## config.mk

```make
export PLATFORM = sky130hd
export DESIGN_NAME = store_align_unit_flat
export DESIGN_NICKNAME = d
export VERILOG_FILES = /design/src/rtl/store_align_unit_if.sv /design/src/rtl/store_align_unit.sv /design/src/flat_wrapper.sv
export SDC_FILE = /design/constraint.sdc
export NUM_CORES = 1
export LEC_CHECK = 0
export ABC_AREA = 0
export ABC_CLOCK_PERIOD_IN_PS = 4420
export CORE_MARGIN = 8
export CORE_UTILIZATION = 52
export DETAILED_ROUTE_END_ITERATION = 12
export GPL_ROUTABILITY_DRIVEN = 0
export MAX_ROUTING_LAYER = met4
export PLACE_DENSITY_LB_ADDON = 0.05
export SYNTH_ARGS = -nofsm -noshare
export SYNTH_HDL_FRONTEND = slang
export SYNTH_SLANG_ARGS = --single-unit
```

## constraint.sdc

```tcl
create_clock -name clk -period 4.42 [get_ports clk]
set_clock_uncertainty 0.1 [all_clocks]
set_input_delay 0.442 -clock clk [delete_from_list [all_inputs] [get_ports clk]]
set_output_delay 0.442 -clock clk [all_outputs]
set_load 0.005 [all_outputs]
```

## src/rtl/store_align_unit_if.sv

```systemverilog
// Store request / data-memory write bus bundle for store_align_unit.
// slave: the unit itself; master: the pipeline plus memory side driving it.
interface store_align_unit_if;
    logic        req_valid;
    logic        req_ready;
    logic [31:0] req_addr;
    logic [31:0] req_data;
    logic [1:0]  req_size;
    logic        flush;
    logic        mem_valid;
    logic        mem_ready;
    logic [31:0] mem_addr;
    logic [31:0] mem_wdata;
    logic [3:0]  mem_wstrb;
    logic        misalign_exc;
    logic [31:0] exc_badvaddr;
    logic        busy;

    modport slave (
        input  req_valid, req_addr, req_data, req_size, flush, mem_ready,
        output req_ready, mem_valid, mem_addr, mem_wdata, mem_wstrb,
               misalign_exc, exc_badvaddr, busy
    );

    modport master (
        output req_valid, req_addr, req_data, req_size, flush, mem_ready,
        input  req_ready, mem_valid, mem_addr, mem_wdata, mem_wstrb,
               misalign_exc, exc_badvaddr, busy
    );
endinterface

```

## src/rtl/store_align_unit.sv

```systemverilog
// Store lane formatter + store FIFO feeding the data-memory write port.
// Optional macro STORE_MISALIGN_EXC_EN: reject misaligned half/word stores with an exception pulse.
module store_align_unit #(
    parameter int unsigned DEPTH = 2
) (
    input  logic              clk,
    input  logic              rst,
    store_align_unit_if.slave bus
);
    localparam int unsigned PTR_W = $clog2(DEPTH);
    localparam int unsigned CNT_W = PTR_W + 1;

    typedef struct packed {
        logic [29:0] word_addr;
        logic [31:0] wdata;
        logic [3:0]  wstrb;
    } entry_t;

    entry_t             fifo_q [DEPTH];
    logic [PTR_W-1:0]   rd_ptr_q, rd_ptr_d;
    logic [PTR_W-1:0]   wr_ptr_q, wr_ptr_d;
    logic [CNT_W-1:0]   count_q, count_d;
    entry_t             entry_d;
    logic               accept, push, pop, misaligned;
    entry_t             head;

    // Lane formatting of the incoming store
    always_comb begin
        entry_d           = '0;
        entry_d.word_addr = bus.req_addr[31:2];
        misaligned        = 1'b0;
        case (bus.req_size)
            2'b00: begin
                entry_d.wdata = {4{bus.req_data[7:0]}};
                entry_d.wstrb = 4'b0001 << bus.req_addr[1:0];
            end
            2'b01: begin
                entry_d.wdata = {2{bus.req_data[15:0]}};
                entry_d.wstrb = bus.req_addr[1] ? 4'b1100 : 4'b0011;
            end
            default: begin
                entry_d.wdata = bus.req_data;
                entry_d.wstrb = 4'b1111;
            end
        endcase
`ifdef STORE_MISALIGN_EXC_EN
        misaligned = ((bus.req_size == 2'b01) && bus.req_addr[0]) ||
                     (bus.req_size[1] && (bus.req_addr[1:0] != 2'b00));
`endif
    end

    // Pointer / occupancy next state; flush keeps only a head that is not leaving
    always_comb begin
        accept   = bus.req_valid && (count_q != CNT_W'(DEPTH));
        pop      = (count_q != '0) && bus.mem_ready;
        push     = accept && !bus.flush && !misaligned;
        rd_ptr_d = rd_ptr_q + PTR_W'(pop);
        wr_ptr_d = wr_ptr_q + PTR_W'(push);
        count_d  = count_q + CNT_W'(push) - CNT_W'(pop);
        if (bus.flush) begin
            if ((count_q != '0) && !pop) begin
                count_d  = CNT_W'(1);
                wr_ptr_d = rd_ptr_q + PTR_W'(1);
            end else begin
                count_d  = '0;
                wr_ptr_d = rd_ptr_d;
            end
        end
    end

    always_ff @(posedge clk) begin
        if (rst) begin
            rd_ptr_q <= '0;
            wr_ptr_q <= '0;
            count_q  <= '0;
            for (int i = 0; i < DEPTH; i++) fifo_q[i] <= '0;
        end else begin
            rd_ptr_q <= rd_ptr_d;
            wr_ptr_q <= wr_ptr_d;
            count_q  <= count_d;
            if (push) fifo_q[wr_ptr_q] <= entry_d;
        end
    end

`ifdef STORE_MISALIGN_EXC_EN
    logic        misalign_exc_q;
    logic [31:0] exc_badvaddr_q;

    always_ff @(posedge clk) begin
        if (rst) begin
            misalign_exc_q <= 1'b0;
            exc_badvaddr_q <= '0;
        end else begin
            misalign_exc_q <= accept && misaligned;
            if (accept && misaligned) exc_badvaddr_q <= bus.req_addr;
        end
    end

    assign bus.misalign_exc = misalign_exc_q;
    assign bus.exc_badvaddr = exc_badvaddr_q;
`else
    assign bus.misalign_exc = 1'b0;
    assign bus.exc_badvaddr = '0;
`endif

    assign head          = fifo_q[rd_ptr_q];
    assign bus.req_ready = (count_q != CNT_W'(DEPTH));
    assign bus.mem_valid = (count_q != '0);
    assign bus.busy      = (count_q != '0);
    assign bus.mem_addr  = {head.word_addr, 2'b00};
    assign bus.mem_wdata = head.wdata;
    assign bus.mem_wstrb = head.wstrb;
endmodule

```

## src/flat_wrapper.sv

```systemverilog
// flat-port wrapper written by rule: the top's interface ports become plain ports
module store_align_unit_flat 
#(
    parameter int unsigned DEPTH = 2
)
  (clk, rst, bus_req_valid, bus_req_addr, bus_req_data, bus_req_size, bus_flush, bus_mem_ready, bus_req_ready, bus_mem_valid, bus_mem_addr, bus_mem_wdata, bus_mem_wstrb, bus_misalign_exc, bus_exc_badvaddr, bus_busy);
  store_align_unit_if bus_i ();
  input  logic clk;
  input  logic rst;
  input wire logic [$bits(bus_i.req_valid)-1:0] bus_req_valid;
  input wire logic [$bits(bus_i.req_addr)-1:0] bus_req_addr;
  input wire logic [$bits(bus_i.req_data)-1:0] bus_req_data;
  input wire logic [$bits(bus_i.req_size)-1:0] bus_req_size;
  input wire logic [$bits(bus_i.flush)-1:0] bus_flush;
  input wire logic [$bits(bus_i.mem_ready)-1:0] bus_mem_ready;
  output wire logic [$bits(bus_i.req_ready)-1:0] bus_req_ready;
  output wire logic [$bits(bus_i.mem_valid)-1:0] bus_mem_valid;
  output wire logic [$bits(bus_i.mem_addr)-1:0] bus_mem_addr;
  output wire logic [$bits(bus_i.mem_wdata)-1:0] bus_mem_wdata;
  output wire logic [$bits(bus_i.mem_wstrb)-1:0] bus_mem_wstrb;
  output wire logic [$bits(bus_i.misalign_exc)-1:0] bus_misalign_exc;
  output wire logic [$bits(bus_i.exc_badvaddr)-1:0] bus_exc_badvaddr;
  output wire logic [$bits(bus_i.busy)-1:0] bus_busy;
  assign bus_i.req_valid = bus_req_valid;
  assign bus_i.req_addr = bus_req_addr;
  assign bus_i.req_data = bus_req_data;
  assign bus_i.req_size = bus_req_size;
  assign bus_i.flush = bus_flush;
  assign bus_i.mem_ready = bus_mem_ready;
  assign bus_req_ready = bus_i.req_ready;
  assign bus_mem_valid = bus_i.mem_valid;
  assign bus_mem_addr = bus_i.mem_addr;
  assign bus_mem_wdata = bus_i.mem_wdata;
  assign bus_mem_wstrb = bus_i.mem_wstrb;
  assign bus_misalign_exc = bus_i.misalign_exc;
  assign bus_exc_badvaddr = bus_i.exc_badvaddr;
  assign bus_busy = bus_i.busy;
  store_align_unit #(.DEPTH(DEPTH)) u_core (.clk(clk), .rst(rst), .bus(bus_i));
endmodule
```

==> results.yml, run 1 <==
outcome:
  outcome: "complete, no violations"
sta:
  drv_slew: 0
  finalCritPeriodShare_pct: 65.3
  rsz0062_at_grt: "false"
  worstMarginPinSlew_ns: 1.22
  hold_violations: 0
  finalSetupTns_ns: 0
  max_freq_ghz: 0.346
  fin_worst_hold_slack_ns: 0.613
  setup_violations: 0
  relSlewSlack_pct: 18.9
  period_minus_slack_ns: 2.89
routing:
  drt_iter0_drc: 309
  ant_nets: 0
  vias: 3918
  first_pass_iters: 5
  drc: 0
  vias_per_cell: 5.00
  wirelength_mm: 14.3
  routedWlPerCell_um: 18.3
pwr:
  p_int_uw: 2780
  p_sw_share_pct: 21.2
  pwr-share-comb_pct: 13.2
  clkPwrFrac_pct: 42.8
  powerDensity_nw_per_um2: 416
  p_sw_uw: 745
  leakage_uw: 0.00323
  vdd_drop_max_uv: 256
  seqPwrFrac_pct: 44.0
die:
  fp.dieH_um: 127
  die_area_um2: 16300
  top_level_ports: 175
  initial_utilization_pct: 53.6
  fp.dieW_um: 127
  fp-row-count: 40
  coreArea_um2: 12100
cts:
  cts_tree: "done"
  cts_max_level: 4
  clock_latency_ns: 0.40
  cts_setup_buffers: 0
  path_clk_slew_ns: 0.06
  cts.path.max_buffers: 2
  hold_buffers: 0
  cts_root_buf: "clkbuf_16"
  cts_resized: 0
  clock_sinks: 136
  cts_buffers: 17
setup_path:
  worst-path-stages: 2
  end_kind: "primary output"
  path_class: "register to primary output"
  critical-path-top-delay-family: "flip-flops"
  rr_worst_depth: 5
  rrSetupSlack_ns: 1.91
  crit_slowest_cell: "dfxtp_4"
  cp.buffers_inverters: 1
  startpoint_type: "register"
  slowest_delay_ns: 0.98
  endpoint: "bus_mem_wdata[15]"
  timing.rr.end: "u_core.fifo_q[1][25]"
  path_max_fanout: 69
  crit_chain: "mux2_2 -> clkdlybuf4s50_1"
  rr_startpoint: "u_core.count_q[1]"
  worstPathArrival_ns: 2.34
  cp_data_required_time_ns: 3.88
  crit_path_start: "u_core.rd_ptr_q"
logic_synthesis:
  synthAdderAreaFrac_pct: 0.194
  avgSynthCellArea_um2: 13.8
  synth_xor_area_share_pct: 0.271
  synth.area.top_cells: "edfxtp_1 61%, mux2_2 13%, and2_1 7.4%"
  netlist_area_um2: 6460
  synth_top_area_cell: "edfxtp_1"
  synth_top_family_by_area: "multiplexers"
  synth_compound_area_share_pct: 1.24
  synth_top_area_share_pct: 61.3
  synthDistinctLibCells: 37
  synth-simple-area-share_pct: 12.7
  yosys_most_used_dff: "edfxtp_1"
  yosys_warnings: 0
  syn_inst: 469
  synth.area.mux_share_pct: 16.6
  async_reset_ff_share_pct: 0
  synth-seq-cells: 136
  synth-edff-count: 132
  yosysSeqAreaShare_pct: 62.6
finish:
  filler_cell_count: 861
  n_antenna_cell: 0
  mostFrequentLayoutCell: "clkdlybuf4s50_1"
  nNetsFinal: 675
  synthToLayoutAreaGrowth_pct: 31.1
  drive_above_1_share_pct: 18.4
  most-common-layout-cells: "139 x clkdlybuf4s50_1, 132 x edfxtp_1, 76 x and2_1, 74 x mux2_2, 59 x nor2_1"
grt:
  grt_overflow: 0
  grt_pass1_vias: 4330
  grt_pass1_wl_mm: 22.0
  grt_antenna_before_repair: 0
  grt_max_degree: 70
  grt.total_usage_pct: 18.1
job:
  cap_violations: 0
hold_path:
  min_path_cells: 2
  hp-class: "input pin to register"
  hp-start: "bus_req_addr[29]"
placed_design:
  io_buffers: 139
  dp_hpwl_mm: 9.14
==> cells in the mapped netlist (all sizes together) (2+ instances only) <==
cell / n
nand2b: 3
nor2: 60
mux2i: 24
buf: 46
inv: 4
and2: 76
o21ai: 3
mux2: 74
nor4: 2
a21boi: 3
edfxtp: 132
or2: 3
dfxtp: 4
a21oi: 4
clkbuf: 15
xnor2: 2
==> worst min path at each step <==
stage                      endpoint  slack [ns]
4_1_cts        u_core.fifo_q[1][60]        0.60
3_5_place_dp        u_core.rd_ptr_q        0.65
3_3_place_gp        u_core.rd_ptr_q        0.65
6_report       u_core.fifo_q[0][63]        0.61
5_1_grt        u_core.fifo_q[1][60]        0.62
2_1_floorplan       u_core.rd_ptr_q        0.41
==> stage by stage <==
step	util, %	power, uW	setup WS, ns	area [um^2]	instances
2_1_floorplan	-	1790	1.38	6590	503
3_3_place_gp	65.0	2040	1.61	7840	752
3_5_place_dp	65.0	2040	1.56	7840	752
4_1_cts	70.3	3550	1.50	8470	783
5_1_grt	70.3	3640	1.44	8470	783
6_report	70.3	3520	1.53	8470	783
==> area by class of cell <==
type                       instances  area (um^2)  share of cell area, %
clock buffer                      17          425                   5.02
timing repair buffer             142         1410                   16.7
sequential                       136         4050                   47.8
clock inverter                    14          206                   2.44
multi-input combinational        302         2160                   25.4
inverter                           4         15.0                  0.177
tap                              168          210                   2.48
==> kinds of logic after synthesis <==
logic type | Yosys count
xor+xnor | 2
flops | 136
simple gates | 153
other cells | 1
mux | 98
fa+ha+maj | 1
compound gates | 13
buf+inv | 65
==> flip-flops by register name, indices dropped and copies added, names as in the netlist <==
name and count:
u_core.wr_ptr_q 1, u_core.count_q 2, u_core.rd_ptr_q 1, u_core.fifo_q 132
==> power groups by stage <==
| stage | combinational, uW | clock [uW] | sequential [uW] |
|---|---|---|---|
| CTS | 472 | 1530 | 1550 |
| detailed placement | 467 | 0 | 1580 |
| finish | 465 | 1510 | 1550 |
| floorplan | 249 | 0 | 1540 |
| global route | 499 | 1580 | 1560 |
| global placement | 465 | 0 | 1570 |
==> metal layers <==
metal	up-vias	track usage, %	routed length, um
li1	1862	-	-
met3	14	4.78	705
met4	0	5.46	151
met5	-	-	0
met1	1900	21.2	6330
met2	142	30.2	7170
Power figures use the tool's default switching activity.
==> inputs of run 2 (changes only) <==
ABC_CLOCK_PERIOD_IN_PS = 2900   (was 4420)
CORE_UTILIZATION = 49   (was 52)
clock period = 2.9 ns   (was 4.42 ns; I/O delays follow)
==> run 2 against run 1 <==
Effect of this change: clock-buffer cell count up 3; highest routed layer unchanged; sequential share of layout area is 0.084 points lower; final cell count up 2.7%; power up 42%; final area increased by 0.18%; register-to-register slack got worse by 1.1 ns; non-clock buffer count rose by 12; first-iteration DRC count shrank 1.9%; global-route usage about the same; via count grew 0.71%; clock power increased by 27%.
==> results.yml, run 2 (synthesis results as in run 1) <==
grt:
  grt_antenna_before_repair: 0
  grt_pass1_wl_mm: 22.2
  grt_overflow: 0
  grt_max_degree: 45
  grt.total_usage_pct: 18.1
  grt_pass1_vias: 4285
placed_design:
  dp_slack_ns: 0.535
  dp_hpwl_mm: 9.79
  io_buffers: 139
hold_path:
  hp-start: "bus_req_addr[2]"
  hp-class: "input pin to register"
cts:
  cts_buffers: 17
  cts_setup_buffers: 0
  clock_sinks: 136
  cts_max_level: 4
  hold_buffers: 0
  cts.path.max_buffers: 2
  path_clk_slew_ns: 0.05
  cts_tree: "done"
  cts_root_buf: "clkbuf_16"
  cts_resized: 0
  clock_latency_ns: 0.41
die:
  coreArea_um2: 13100
  fp.dieH_um: 131
  die_area_um2: 17100
  initial_utilization_pct: 49.4
  fp-row-count: 42
  fp.dieW_um: 131
  top_level_ports: 175
sta:
  relSlewSlack_pct: 58.9
  fin_ws_ns: 0.183
  fin_worst_hold_slack_ns: 0.460
  period_minus_slack_ns: 2.72
  max_freq_ghz: 0.368
  setup_violations: 0
  rsz0062_at_grt: "false"
  worstMarginPinSlew_ns: 0.617
  finalCritPeriodShare_pct: 93.7
  hold_violations: 0
  finalSetupTns_ns: 0
  drv_slew: 0
finish:
  seq_area_um2: 4050
  synthToLayoutAreaGrowth_pct: 31.4
  reg_top3: "u_core.fifo_q (132), u_core.count_q (2)"
  nNetsFinal: 687
  filler_cell_count: 992
  mostFrequentLayoutCell: "clkdlybuf4s50_1"
  most-common-layout-cells: "139 x clkdlybuf4s50_1, 132 x edfxtp_1, 76 x and2_1, 74 x mux2_2, 59 x nor2_1"
  largest_register: "u_core.fifo_q"
  utilization_pct: 64.9
  largest_reg_flops: 132
  drive_above_1_share_pct: 19.4
  multi_input_area_um2: 2160
  n_antenna_cell: 0
setup_path:
  end_kind: "primary output"
  slowest_delay_ns: 0.74
  critical-path-top-delay-family: "buffers and inverters"
  cp.buffers_inverters: 2
  startpoint_type: "register"
  crit_chain: "buf_4 -> mux2_2 -> clkdlybuf4s50_1"
  crit_slowest_cell: "dfxtp_4"
  cp_data_required_time_ns: 2.51
  crit_path_start: "u_core.rd_ptr_q"
  path_class: "register to primary output"
  rr_startpoint: "u_core.count_q[0]"
  worstPathArrival_ns: 2.33
  path_max_fanout: 44
routing:
  vias_per_cell: 4.91
  vias: 3946
  routedWlPerCell_um: 18.2
  drt_iter0_drc: 303
  ant_nets: 0
  first_pass_iters: 4
  drc: 0
  wirelength_mm: 14.6
pwr:
  vdd_drop_max_uv: 337
  leakage_uw: 0.00325
  finalPower_uw: 5000
  powerDensity_nw_per_um2: 589
job:
  cap_violations: 0
outcome:
  outcome: "complete, no violations"
==> run 2: changes by cell type in the layout (fill, tap and decap cells not counted) <==
| cell | before | now |
|---|---|---|
| clkinv_4 | 2 | 0 |
| clkinv_1 | 3 | 4 |
| clkbuf_1 | 0 | 3 |
| clkinv_2 | 1 | 5 |
| buf_4 | 3 | 13 |
| bufinv_16 | 5 | 1 |
| buf_12 | 0 | 2 |
| clkinvlp_4 | 3 | 2 |
==> run 2: stage by stage <==
| step | cells | cell area, um^2 |
|---|---|---|
| floorplan | 503 | 6590 |
| global placement | 772 | 7970 |
| detailed placement | 772 | 7970 |
| CTS | 804 | 8490 |
| global route | 804 | 8490 |
| finish | 804 | 8490 |
==> run 2: cell type report <==
cell class	instances	area share, %
clock buffers	20	5.14
clock inverters	12	1.00
inverters	4	0.177
multi-input cells	302	25.4
flip-flops and latches	136	47.7
well taps	176	2.59
repair buffers	154	18.0
==> run 2: worst register-to-register path: stages, from the launching register on <==
cell and delay [ns]:
dfxtp_1 0.39, and2b_1 0.28, inv_2 0.13, nand4_1 0.18, nand2b_4 0.40, buf_4 0.30
==> run 2: worst paths after layout <==
kind                               end  slack (ns)  cells past startpoint
setup reg to reg  u_core.fifo_q[1][18]        0.81                      5
setup / recovery      bus_mem_addr[30]        0.18                      3
hold / removal    u_core.fifo_q[1][36]        0.46                      2
hold reg to reg        u_core.rd_ptr_q        0.65                      3
==> run 2: power by group <==
group          internal (uW)  leakage, uW  switching (uW)
clock network           1160     0.000253             759
registers               2290      0.00141            56.7
logic                    447      0.00158             296
==> run 2: per-layer routing <==
metal	wire, um	part of all wire, %	vias up	GRT usage [%]
met4	153	1.0	0	7.36
met3	923	6.3	10	4.75
met1	5920	41	1919	20.3
li1	-	-	1884	-
met5	0	0	-	-
met2	7600	52	133	30.2
==> inputs of run 3 (changes only) <==
ABC_AREA = 1   (was 0)
==> run 3 against run 2 <==
Effect of this change: clock power increased by 6%; sequential share of layout area decreased by 0.42 points; sequential cell count unchanged; first-iteration DRC count increased by 59%; maximum frequency increased by 5.7%; non-clock buffer count decreased by 3; core utilization increased by 0.27 points; global-route usage increased by 1.5 points; via count increased by 26%; clock-buffer cell count decreased by 2; sequential power about the same; die area increased by 1.1%.
==> results.yml, run 3 <==
outcome:
  outcome: "complete, no violations"
sta:
  finalCritPeriodShare_pct: 88.6
  finalSetupTns_ns: 0
  hold_violations: 0
  setup_violations: 0
  relSlewSlack_pct: 45.6
  rsz0062_at_grt: "false"
  worstMarginPinSlew_ns: 0.812
  drv_slew: 0
  max_freq_ghz: 0.389
  period_minus_slack_ns: 2.57
finish:
  drive_above_1_share_pct: 6.66
  seq_area_um2: 4050
  reg_top3: "u_core.fifo_q (132), u_core.count_q (2)"
  most-common-layout-cells: "238 x nand2_1, 139 x clkdlybuf4s50_1, 132 x edfxtp_1, 128 x nor2_1, 88 x inv_1"
  synthToLayoutAreaGrowth_pct: 30.8
  mostFrequentLayoutCell: "nand2_1"
  largest_register: "u_core.fifo_q"
  largest_reg_flops: 132
  fin_cells: 1047
  nNetsFinal: 930
  n_antenna_cell: 0
  filler_cell_count: 1080
  multi_input_area_um2: 1850
grt:
  grt_pass1_wl_mm: 26.3
  grt_overflow: 0
  grt_antenna_before_repair: 0
  grt_pass1_vias: 5207
  grt.total_usage_pct: 19.5
  grt_max_degree: 68
setup_path:
  path_class: "register to primary output"
  endpoint: "bus_mem_wdata[20]"
  path_max_fanout: 42
  crit_path_start: "u_core.rd_ptr_q"
  rr_worst_depth: 7
  timing.rr.end: "u_core.fifo_q[0][35]"
  rr_startpoint: "u_core.count_q[0]"
  end_kind: "primary output"
  rrSetupSlack_ns: 1.00
  worstPathArrival_ns: 2.18
  cp_data_required_time_ns: 2.51
  startpoint_type: "register"
cts:
  cts_resized: 0
  clock_sinks: 136
  cts.path.max_buffers: 2
  hold_buffers: 0
  cts_buffers: 17
  cts_max_level: 4
  path_clk_slew_ns: 0.05
  clock_latency_ns: 0.41
  cts_setup_buffers: 0
  cts_tree: "done"
  cts_root_buf: "clkbuf_16"
die:
  top_level_ports: 175
  die_area_um2: 17300
  initial_utilization_pct: 49.8
  coreArea_um2: 13100
  fp-row-count: 42
  fp.dieH_um: 132
  fp.dieW_um: 132
placed_design:
  dp_hpwl_mm: 10.9
  io_buffers: 139
  place_inst: 1015
pwr:
  pwr-share-comb_pct: 13.7
  leakage_uw: 0.00400
  clkPwrFrac_pct: 40.4
  p_int_uw: 3790
  powerDensity_nw_per_um2: 587
  p_sw_uw: 1230
  vdd_drop_max_uv: 325
  p_sw_share_pct: 24.6
  seqPwrFrac_pct: 45.9
logic_synthesis:
  async_reset_ff_share_pct: 0
  synthDistinctLibCells: 22
  yosysSeqAreaShare_pct: 61.8
  yosysMostFrequentCell: "nand2_1"
  synth.area.top_cells: "edfxtp_1 61%, nand2_1 14%, nor2_1 7.3%"
  yosys-top-cells-count: "240 x nand2_1, 132 x edfxtp_1, 128 x nor2_1"
  netlist_area_um2: 6540
  yosys_most_used_dff: "edfxtp_1"
  synth_top_area_cell: "edfxtp_1"
  synth_top_area_share_pct: 60.6
  synth-seq-cells: 136
  yosys_warnings: 0
  syn_inst: 720
  avgSynthCellArea_um2: 9.09
  synth-edff-count: 132
routing:
  vias: 4980
  wirelength_mm: 16.3
  drc: 0
  first_pass_iters: 8
  vias_per_cell: 4.76
  ant_nets: 0
  routedWlPerCell_um: 15.6
  drt_iter0_drc: 483
job:
  cap_violations: 0
hold_path:
  hp-start: "rst"
  hp-class: "input pin to register"
[run 3: power by group through the flow]
stage / registers [uW] / clock network [uW] / logic [uW]
2_1_floorplan: 2340 / 0 / 320
3_3_place_gp: 2340 / 0 / 688
3_5_place_dp: 2350 / 0 / 693
4_1_cts: 2310 / 2040 / 698
5_1_grt: 2320 / 2130 / 761
6_report: 2310 / 2030 / 688
[run 3: per-layer routing]
| layer | vias to the layer above | global-route usage (%) | wire length [um] |
|---|---|---|---|
| met5 | - | - | 0 |
| met4 | 0 | 5.42 | 228 |
| met3 | 15 | 5.49 | 1120 |
| met2 | 199 | 31.7 | 7880 |
| met1 | 2319 | 23.5 | 7060 |
| li1 | 2447 | - | - |
[run 3: cells by family (layout without fill, tap and decap cells)]
group,Yosys count,count (layout),share of synthesized area [%]
AO/OA/AOI/OAI,38,38,2.91
XOR/XNOR,2,2,0.268
adder cells (fa/ha/maj),1,1,0.191
buffers and inverters,160,277,12.2
flip-flops,136,136,61.8
other,1,35,0.0573
AND/OR/NAND/NOR,382,382,22.6
[run 3: how the worst min path moves through the flow]
stage                   endpoint  slack, ns  cells past startpoint
6_report         u_core.rd_ptr_q       0.42                      2
5_1_grt        u_core.count_q[0]       0.42                      2
4_1_cts          u_core.rd_ptr_q       0.41                      2
3_5_place_dp     u_core.wr_ptr_q       0.46                      4
3_3_place_gp     u_core.wr_ptr_q       0.46                      4
2_1_floorplan  u_core.count_q[0]       0.26                      1
[run 3: cell type report]
type                       count  share of cell area (%)
sequential                   136                    47.3
multi-input combinational    458                    21.6
timing repair buffer         151                    17.9
clock buffer                  18                    5.01
inverter                      94                    4.12
tap                          176                    2.57
clock inverter                14                    1.51
[run 3: worst max-delay path, cell delays in order, from the launching register on]
cell             delay (ns)
dfxtp_2                0.32
inv_2                  0.40
buf_12                 0.31
nand2_1                0.09
nand2_1                0.09
clkdlybuf4s50_1        0.54
[run 3: stage by stage]
stage / hold WS (ns) / area (um^2) / setup WS [ns] / total power [uW] / util [%]
after floorplan: 0.259 / 6670 / 0.272 / 2660 / -
after global placement: 0.464 / 8000 / 0.607 / 3030 / 60.9
after detailed placement: 0.463 / 8000 / 0.536 / 3040 / 60.9
after CTS: 0.407 / 8560 / 0.283 / 5040 / 65.2
after global routing: 0.424 / 8560 / 0.187 / 5200 / 65.2
final: 0.419 / 8560 / 0.330 / 5020 / 65.2
